**src/rtl/lsu_pkg.sv**
```systemverilog
// lsu_pkg: shared codes, state encoding and size helper for the load/store unit.
package lsu_pkg;

    // Data-memory access codes (shared encoding with the data memory).
    localparam logic [2:0] LB   = 3'b000;
    localparam logic [2:0] LH   = 3'b001;
    localparam logic [2:0] LW   = 3'b010;
    localparam logic [2:0] LB_U = 3'b100;
    localparam logic [2:0] LH_U = 3'b101;
    localparam logic [2:0] SB   = 3'b000;
    localparam logic [2:0] SH   = 3'b001;
    localparam logic [2:0] SW   = 3'b010;

    typedef enum logic [1:0] {
        IDLE   = 2'd0,
        ACCESS = 2'd1,
        SPLIT  = 2'd2,
        RESP   = 2'd3
    } lsu_state_t;

    // Access size in bytes for a ctrl code; 0 marks an undefined code.
    function automatic logic [2:0] lsu_size(input logic [2:0] ctrl);
        case (ctrl)
            3'b000, 3'b100: return 3'd1;
            3'b001, 3'b101: return 3'd2;
            3'b010:         return 3'd4;
            default:        return 3'd0;
        endcase
    endfunction

endpackage

```
**src/rtl/lsu_load_extend.sv**
```systemverilog
// lsu_load_extend: widens a raw little-endian load result to 32 bits per ctrl.
module lsu_load_extend
    import lsu_pkg::*;
(
    input  logic [31:0] i_raw,
    input  logic [2:0]  i_ctrl,
    output logic [31:0] o_data
);

    // Sign- or zero-extend the low byte/halfword; words pass straight through.
    always_comb begin
        o_data = 32'd0;
        case (i_ctrl)
            LB:      o_data = {{24{i_raw[7]}}, i_raw[7:0]};
            LH:      o_data = {{16{i_raw[15]}}, i_raw[15:0]};
            LW:      o_data = i_raw;
            LB_U:    o_data = {24'd0, i_raw[7:0]};
            LH_U:    o_data = {16'd0, i_raw[15:0]};
            default: o_data = 32'd0;
        endcase
    end

endmodule

```
**src/rtl/load_store_unit.sv**
```systemverilog
// load_store_unit: single-outstanding load/store initiator for the data-memory port.
// Aligned accesses use one memory cycle; misaligned halfword/word accesses are
// walked byte by byte (LB_U/SB) and reassembled. Bus outputs and the response
// are decoded from the state register, so an async reset removes DMWr at once.
module load_store_unit
    import lsu_pkg::*;
#(
    parameter bit ALLOW_MISALIGNED = 1'b1
) (
    input  logic        clk,
    input  logic        rst_n,
    input  logic        ReqValid,
    output logic        ReqReady,
    input  logic        ReqWrite,
    input  logic [2:0]  ReqCtrl,
    input  logic [31:0] ReqAddr,
    input  logic [31:0] ReqWData,
    output logic        RespValid,
    output logic [31:0] RespData,
    output logic        Fault,
    output logic [31:0] Address,
    output logic [31:0] DataWr,
    output logic        DMWr,
    output logic [2:0]  DMCtrl,
    input  logic [31:0] DataRd
);

    lsu_state_t  r_state;
    lsu_state_t  w_next;
    logic        r_write;
    logic [2:0]  r_ctrl;
    logic [31:0] r_addr;
    logic [31:0] r_wdata;
    logic [31:0] r_result;
    logic        r_fault;
    logic [1:0]  r_idx;
    logic [1:0]  r_last;

    logic [2:0]  w_size;
    logic        w_illegal;
    logic        w_misaligned;
    logic        w_fault;
    logic [31:0] w_ext;

    lsu_load_extend u_ext (
        .i_raw  (r_result),
        .i_ctrl (r_ctrl),
        .o_data (w_ext)
    );

    // Classify the request on the core port (only acted on in IDLE).
    always_comb begin
        w_size       = lsu_size(ReqCtrl);
        w_illegal    = (w_size == 3'd0) || (ReqWrite && ReqCtrl[2]);
        w_misaligned = ((w_size == 3'd2) && ReqAddr[0]) ||
                       ((w_size == 3'd4) && (ReqAddr[1:0] != 2'b00));
        w_fault      = w_illegal || (w_misaligned && !ALLOW_MISALIGNED);
    end

    // State register.
    always_ff @(posedge clk or negedge rst_n) begin
        if (!rst_n) begin
            r_state <= IDLE;
        end else begin
            r_state <= w_next;
        end
    end

    // Next state plus all core/memory outputs, decoded from the current state.
    always_comb begin
        w_next    = r_state;
        ReqReady  = 1'b0;
        RespValid = 1'b0;
        RespData  = 32'd0;
        Fault     = 1'b0;
        Address   = 32'd0;
        DataWr    = 32'd0;
        DMWr      = 1'b0;
        DMCtrl    = 3'b000;
        case (r_state)
            IDLE: begin
                ReqReady = 1'b1;
                if (ReqValid) begin
                    if (w_fault)           w_next = RESP;
                    else if (w_misaligned) w_next = SPLIT;
                    else                   w_next = ACCESS;
                end
            end
            ACCESS: begin
                Address = r_addr;
                DMCtrl  = r_ctrl;
                DataWr  = r_wdata;
                DMWr    = r_write;
                w_next  = RESP;
            end
            SPLIT: begin
                // Byte walk: address wraps naturally at 32 bits.
                Address = r_addr + {30'd0, r_idx};
                DMCtrl  = r_write ? SB : LB_U;
                DataWr  = {24'd0, r_wdata[{r_idx, 3'b000} +: 8]};
                DMWr    = r_write;
                if (r_idx == r_last) w_next = RESP;
            end
            RESP: begin
                RespValid = 1'b1;
                Fault     = r_fault;
                RespData  = (r_fault || r_write) ? 32'd0 : w_ext;
                w_next    = IDLE;
            end
            default: w_next = IDLE;
        endcase
    end

    // Request capture, load-result assembly and byte index.
    always_ff @(posedge clk or negedge rst_n) begin
        if (!rst_n) begin
            r_write  <= 1'b0;
            r_ctrl   <= 3'b000;
            r_addr   <= 32'd0;
            r_wdata  <= 32'd0;
            r_result <= 32'd0;
            r_fault  <= 1'b0;
            r_idx    <= 2'd0;
            r_last   <= 2'd0;
        end else begin
            case (r_state)
                IDLE: begin
                    if (ReqValid) begin
                        r_write  <= ReqWrite;
                        r_ctrl   <= ReqCtrl;
                        r_addr   <= ReqAddr;
                        r_wdata  <= ReqWData;
                        r_fault  <= w_fault;
                        r_result <= 32'd0;
                        r_idx    <= 2'd0;
                        r_last   <= (w_size == 3'd4) ? 2'd3 : 2'd1;
                    end
                end
                ACCESS: begin
                    if (!r_write) r_result <= DataRd;
                end
                SPLIT: begin
                    if (!r_write) r_result[{r_idx, 3'b000} +: 8] <= DataRd[7:0];
                    r_idx <= r_idx + 2'd1;
                end
                default: begin
                end
            endcase
        end
    end

endmodule
```
**config.mk**
```make
export PLATFORM = sky130hd
export DESIGN_NAME = load_store_unit
export DESIGN_NICKNAME = d
export VERILOG_FILES = /design/src/rtl/lsu_pkg.sv /design/src/rtl/lsu_load_extend.sv /design/src/rtl/load_store_unit.sv
export SDC_FILE = /design/constraint.sdc
export NUM_CORES = 1
export LEC_CHECK = 0
export CAP_MARGIN = 5
export CELL_PAD_IN_SITES_DETAIL_PLACEMENT = 1
export CELL_PAD_IN_SITES_GLOBAL_PLACEMENT = 1
export CORE_MARGIN = 3
export CORE_UTILIZATION = 38
export DETAILED_ROUTE_END_ITERATION = 10
export PLACE_DENSITY = 0.93
export SETUP_SLACK_MARGIN = 0.05
export SLEW_MARGIN = 25
export SYNTH_ARGS = -nofsm -noshare
export SYNTH_HDL_FRONTEND = slang
export SYNTH_SLANG_ARGS = --single-unit
```
**constraint.sdc**
```tcl
create_clock -name clk -period 6.5 [get_ports clk]
set_input_delay 1.3 -clock clk [delete_from_list [all_inputs] [get_ports clk]]
set_output_delay 1.3 -clock clk [all_outputs]
set_load 0.05 [all_outputs]
```
==> flow_metrics.tcl, run 1 <==
set metrics [dict create \
    fp.dieArea_sq_um 19500 \
    postCtsSetupBuffers 0 \
    drtIter0Drc 453 \
    place_congestion 0.861 \
    worst-r2r-cell-count 5 \
    fp.dieH_um 140 \
    fin_crit_ns 5.40 \
    finalNetCount 1001 \
    h-tree-depth 3 \
    max_freq_ghz 0.185 \
    initial_core_util_pct 39.0 \
    synth_top_area_share_pct 39.5 \
    num_vias 6630 \
    dp_slack_ns 1.49 \
    end_kind "primary output" \
    port_buffers 205 \
    seq_area_frac_synth_pct 39.5 \
    cts_tree "built" \
    hpwl_mm 16.7 \
    status "finished, final reports clean" \
    grt_pass1_wl_mm 37.6 \
    syn_area_sq_um 6780 \
    dr.pass1.iters 5 \
    min_period_over_period_pct 83.0 \
    ioPinCount 206 \
    r2r-end "r_result[3]$_DFFE_PN0P_" \
    synth.distinct_cells 58 \
    clkTransAtPathRegs_ns 0.07 \
    worstSkewPairLatency_ns 0.36 \
    synth_common_cells "107 x dfrtp_1, 88 x nand2_1, 70 x mux2_2" \
    slew_violations 0 \
    r2r-start "r_state[0]$_DFFE_PN0P_" \
    drive_gt1_share_pct 12.7 \
    cts.sinks 107 \
    gr-max-usage-layer "met2" \
    final_core_util_pct 53.4 \
    drc 0 \
    ys_warn_count 0 \
    worstSetupPathType "reg2out" \
    p_leak_nw 3.59 \
    rows 48 \
    relSlewSlack_pct 32.3 \
    die_w_um 140 \
    grt_antenna_before_repair 1 \
    cp_max_fo 27 \
    hold_buffers 0 \
    yosysMostFrequentCell "dfrtp_1" \
    area_growth_pct 36.8 \
    grt_util_met2_pct 40.0 \
    root_buffer "clkbuf_16" \
    layout_setup_ws_ns 1.10 \
    grt_pass1_vias 6750 \
    hold_violations 0 \
    worstPathRequired_ns 5.20 \
    wirelength_mm 23.6 \
    ff2ff_setup_slack_ns 3.22 \
    worstHoldEndpoint "r_last[0]$_DFFE_PN0P_" \
    grt_use_met3_pct 4.05 \
    syn_area_per_cell_sq_um 9.53 \
    syn_inst 711 \
    met1_usage_pct 31.3 \
    wl_per_cell_um 21.2 \
    synth_area_leaders "dfrtp_1 40%, mux2_2 12%, nand2_1 4.9%" \
    setup_viol 0 \
    grt.total_usage_pct 23.8 \
    powerDensity_nw_per_um2 532 \
    cp.arrival_ns 4.10 \
    hold_path_class "reg2reg" \
    ant_nets 0 \
    cts_buffers 9 \
    synthArstFlopShare_pct 100 \
    crit_path_start_kind "register" \
    min_from "r_last[0]$_DFFE_PN0P_" \
    synth_top_area_cell "dfrtp_1" \
    ys_ff_latch 107 \
    grt_remaining_overflow 0 \
    cts_resized 0 \
    coreArea_sq_um 17400 \
    worst_pin_slew_ns 1.01 \
    synth-edff-count 0 \
    drv_cap 0 \
    synthFlopType "dfrtp_1" \
    finalClockSkew_ns 0.0112 \
    syn_nets 828 \
    hold-path-cell-count 1 \
    fin_setup_tns_ns 0 \
    grt_start_max_net_pins 81 \
    cts_buffer_depth 2 \
    rsz0062_at_grt "false" \
    via_per_inst 5.95 \
    ir_drop_mv 0.290 \
]
==> worst max path at each step <==
stage                  endpoint              startpoint
CTS                 Address[12]  r_state[0]$_DFFE_PN0P_
global route        Address[12]  r_state[0]$_DFFE_PN0P_
global placement    Address[12]  r_state[0]$_DFFE_PN0P_
finish              Address[12]  r_state[0]$_DFFE_PN0P_
floorplan           Address[24]    r_idx[0]$_DFFE_PN0P_
detailed placement  Address[12]  r_state[0]$_DFFE_PN0P_
==> layer usage <==
metal,up-vias,wire length (um)
li1,2993,-
met1,3339,9870
met2,258,11600
met3,40,1490
met4,0,665
met5,-,0
==> flip-flops by register name, summed over array words and instances (netlist names) <==
signal    count
r_result     32
r_state       2
r_idx         2
r_last        2
r_fault       1
r_write       1
r_addr       32
r_ctrl        3
r_wdata      32
==> placed cells by master (no fill, tap or decap), types with 5 or more instances in the layout <==
cell	Yosys	routed
o21ai_0	50	50
nand3_1	13	13
and2_1	38	38
dfrtp_1	107	107
buf_4	0	7
nor4_1	9	9
ha_1	13	11
a31oi_1	16	16
nand4_1	9	9
and3_1	11	11
inv_1	10	10
clkdlybuf4s50_1	0	204
nor2b_1	12	12
a21oi_1	21	21
a22o_1	33	33
nor2_1	22	22
a32oi_1	16	16
mux2_2	70	70
mux4_2	8	8
nor3_1	15	15
nand2_1	88	87
clkbuf_16	0	9
a22oi_1	36	36
nand2b_1	5	5
==> area by class of cell <==
cell class,instances,area (sq um)
fill,1970,8090
multi-input combinational,542,3870
sequential,107,2680
timing repair buffer,213,2120
tap,225,282
clock buffer,11,243
inverter,11,41.3
clock inverter,4,33.8
antenna,1,2.50
==> per-stage QoR <==
stage | cells | total power, mW | hold slack (ns) | area [sq um]
after detailed placement | 1097 | 4.38 | 0.472 | 8980
final | 1114 | 4.93 | 0.495 | 9270
after floorplan | 711 | 3.38 | 0.454 | 6780
after CTS | 1112 | 4.94 | 0.493 | 9250
after global routing | 1114 | 5.23 | 0.514 | 9270
after global placement | 1097 | 4.27 | 0.469 | 8970
==> cells by family (layout without fill, tap and decap cells) <==
kind of cell / count (synthesis) / count (layout) / synth area share (%)
and+or+nand+nor: 245 / 245 / 18.8
buffers and inverters: 62 / 239 / 3.53
DFF: 107 / 107 / 39.5
other: 0 / 1 / 0
xor gates and xnor gates: 4 / 4 / 0.517
adders and majority gates: 14 / 14 / 2.70
muxes: 80 / 80 / 14.6
AOI/OAI and AO/OA: 199 / 199 / 20.3
==> critical path: stages, from the launching register on <==
cell,delay (ns)
dfrtp_1,0.41
inv_1,0.12
ha_1,0.75
nand2_1,0.72
nor4_1,0.59
a31oi_1,0.14
a31oi_1,0.17
clkdlybuf4s50_1,0.84
==> power breakdown <==
part / internal, mW / switching [mW]
Combinational: 1.15 / 1.88
Clock: 0.273 / 0.266
Sequential: 0.960 / 0.400
No activity file was read; power rests on OpenSTA's default activity.
==> inputs of run 2 (changes only) <==
--- a/config.mk
+++ b/config.mk
@@ -9,9 +9,9 @@
 export CELL_PAD_IN_SITES_DETAIL_PLACEMENT = 1
 export CELL_PAD_IN_SITES_GLOBAL_PLACEMENT = 1
 export CORE_MARGIN = 3
-export CORE_UTILIZATION = 38
+export CORE_UTILIZATION = 36
 export DETAILED_ROUTE_END_ITERATION = 10
-export PLACE_DENSITY = 0.93
+export PLACE_DENSITY = 0.89
 export SETUP_SLACK_MARGIN = 0.05
 export SLEW_MARGIN = 25
 export SYNTH_ARGS = -nofsm -noshare
==> constraint.sdc (replaced) <==
create_clock -name clk -period 5.5 [get_ports clk]
set_input_delay 1.1 -clock clk [delete_from_list [all_inputs] [get_ports clk]]
set_output_delay 1.1 -clock clk [all_outputs]
set_load 0.05 [all_outputs]
==> run 2 against run 1 <==
  * Via count fell by 1.1%
  * Combinational power rose by 19%
  * Register-to-register slack got worse by 0.28 ns
  * Sequential power rose by 17%
  * Worst hold slack improved by 0.0014 ns
  * Setup slack got worse by 0.38 ns
  * Sequential cell count did not move
  * Sequential share of layout area fell by 0.13 points
  * Largest cell class unchanged
==> flow_metrics.tcl, run 2 (same netlist as run 1, synthesis figures left out) <==
set metrics [dict create \
    p_int_mw 2.84 \
    clkTransAtPathRegs_ns 0.07 \
    clkPwrFrac_pct 11.0 \
    setup_viol 0 \
    power_frac_seq_pct 27.2 \
    root_buffer "clkbuf_16" \
    cts_buffer_depth 2 \
    max_freq_ghz 0.209 \
    postCtsSetupBuffers 0 \
    switching_share_pct 51.5 \
    comb_power_share_pct 61.8 \
    ant_nets 0 \
    fin_crit_ns 4.77 \
    worst_pin_slew_ns 0.964 \
    ir_drop_mv 0.309 \
    reg_top3 "r_addr: 32 flops, r_result: 32 flops, r_wdata: 32 flops" \
    area_growth_pct 37.4 \
    m1WireLength_mm 10.1 \
    port_buffers 205 \
    drc 0 \
    grt.total_usage_pct 23.0 \
    min_period_over_period_pct 86.8 \
    cts_tree "built" \
    wl_met3_mm 1.34 \
    critPathMaxStageDelay_ns 0.80 \
    drtIter0Drc 430 \
    grt_remaining_overflow 0 \
    mostFrequentLayoutCell "clkdlybuf4s50_1" \
    h-tree-depth 3 \
    fp.dieH_um 143 \
    cts_buffers 9 \
    via_per_inst 5.84 \
    place_congestion 0.861 \
    layout_setup_ws_ns 0.726 \
    worstPathRequired_ns 4.40 \
    initial_core_util_pct 37.2 \
    fin_setup_tns_ns 0 \
    grt_pass1_wl_mm 37.4 \
    cp_max_fo 46 \
    crit_chain "inv_1 > ha_2 > buf_4 > and2_1 > o21ai_0 > a41oi_1 > a31o_2 > clkdlybuf4s50_1" \
    hold_path_class "reg2reg" \
    num_vias 6556 \
    wirelength_mm 23.6 \
    fp.dieArea_sq_um 20500 \
    rsz0062_at_grt "false" \
    end_kind "primary output" \
    coreArea_sq_um 18200 \
    crit_path_start_kind "register" \
    p_leak_nw 3.61 \
    worstSetupPathType "reg2out" \
    die_w_um 143 \
    dp_slack_ns 1.10 \
    hold_violations 0 \
    wl_per_cell_um 21.1 \
    finalClockSkew_ns 0.00687 \
    final_core_util_pct 51.1 \
    dr_wl_met2_mm 11.5 \
    worstSkewPairLatency_ns 0.35 \
    top_layer "met4" \
    cp.arrival_ns 3.67 \
    drive_gt1_share_pct 13.3 \
    status "finished, final reports clean" \
    critical-path-slowest-cell "and2_1" \
    grt_antenna_before_repair 0 \
    dr.pass1.iters 4 \
    grt_pass1_vias 6870 \
    hold_buffers 0 \
    p_sw_mw 3.01 \
    ioPinCount 206 \
    slew_violations 0 \
    final_cell_mix "204 x clkdlybuf4s50_1, 107 x dfrtp_1, 87 x nand2_1" \
    powerDensity_nw_per_um2 628 \
    rows 49 \
    drv_cap 0 \
    grt_start_max_net_pins 74 \
    finalNetCount 1005 \
    cts.sinks 107 \
    hpwl_mm 17.2 \
    relSlewSlack_pct 35.7 \
    cts_resized 0 \
]
-- run 2: routing by layer --
metal,vias to the layer above,global-route usage (%)
met5,-,0
met4,0,7.95
met3,43,4.82
met2,201,38.5
met1,3307,29.7
li1,3005,-
-- run 2: power groups by stage --
| stage | clock (mW) | sequential (mW) | combinational, mW |
|---|---|---|---|
| 2_1_floorplan | 0 | 1.40 | 2.59 |
| 3_3_place_gp | 0 | 1.56 | 3.54 |
| 3_5_place_dp | 0 | 1.59 | 3.62 |
| 4_1_cts | 0.658 | 1.58 | 3.64 |
| 5_1_grt | 0.698 | 1.65 | 3.87 |
| 6_report | 0.644 | 1.59 | 3.61 |
-- run 2: area by class of cell --
class,count,area (sq um)
Fill cell,2019,8900
Antenna cell,1,2.50
Timing Repair Buffer,217,2140
Tap cell,229,287
Sequential cell,107,2680
Multi-Input combinational cell,542,3880
Clock buffer,10,239
Inverter,11,41.3
Clock inverter,5,46.3
-- run 2: worst paths after layout --
check | start | end | slack, ns | cells past startpoint
max | r_state[0]$_DFFE_PN0P_ | Address[30] | 0.73 | 8
min | r_last[0]$_DFFE_PN0P_ | r_last[0]$_DFFE_PN0P_ | 0.50 | 1
max reg2reg | r_state[1]$_DFFE_PN0P_ | r_result[5]$_DFFE_PN0P_ | 2.94 | 8
min reg2reg | r_last[0]$_DFFE_PN0P_ | r_last[0]$_DFFE_PN0P_ | 0.50 | 1
max in group asynchronous | rst_n | r_wdata[10]$_DFFE_PN0P_ | 3.57 | 2
min in group asynchronous | rst_n | r_addr[15]$_DFFE_PN0P_ | 0.81 | 1
-- run 2: critical path: cells and delay by family, from the launching register on --
family,cells,cell delay [ns]
flops,1,0.42
buf+inv,3,1.38
simple gates,1,0.80
compound gates,3,0.51
fa+ha+maj,1,0.20
-- run 2: per-stage QoR --
step           instance area, sq um  cells  power (mW)  hold slack (ns)
2_1_floorplan                  6780    711        3.99            0.454
3_3_place_gp                   9020   1106        5.10            0.469
3_5_place_dp                   9020   1106        5.22            0.483
4_1_cts                        9300   1121        5.87            0.504
5_1_grt                        9310   1121        6.22            0.523
6_report                       9310   1122        5.85            0.496
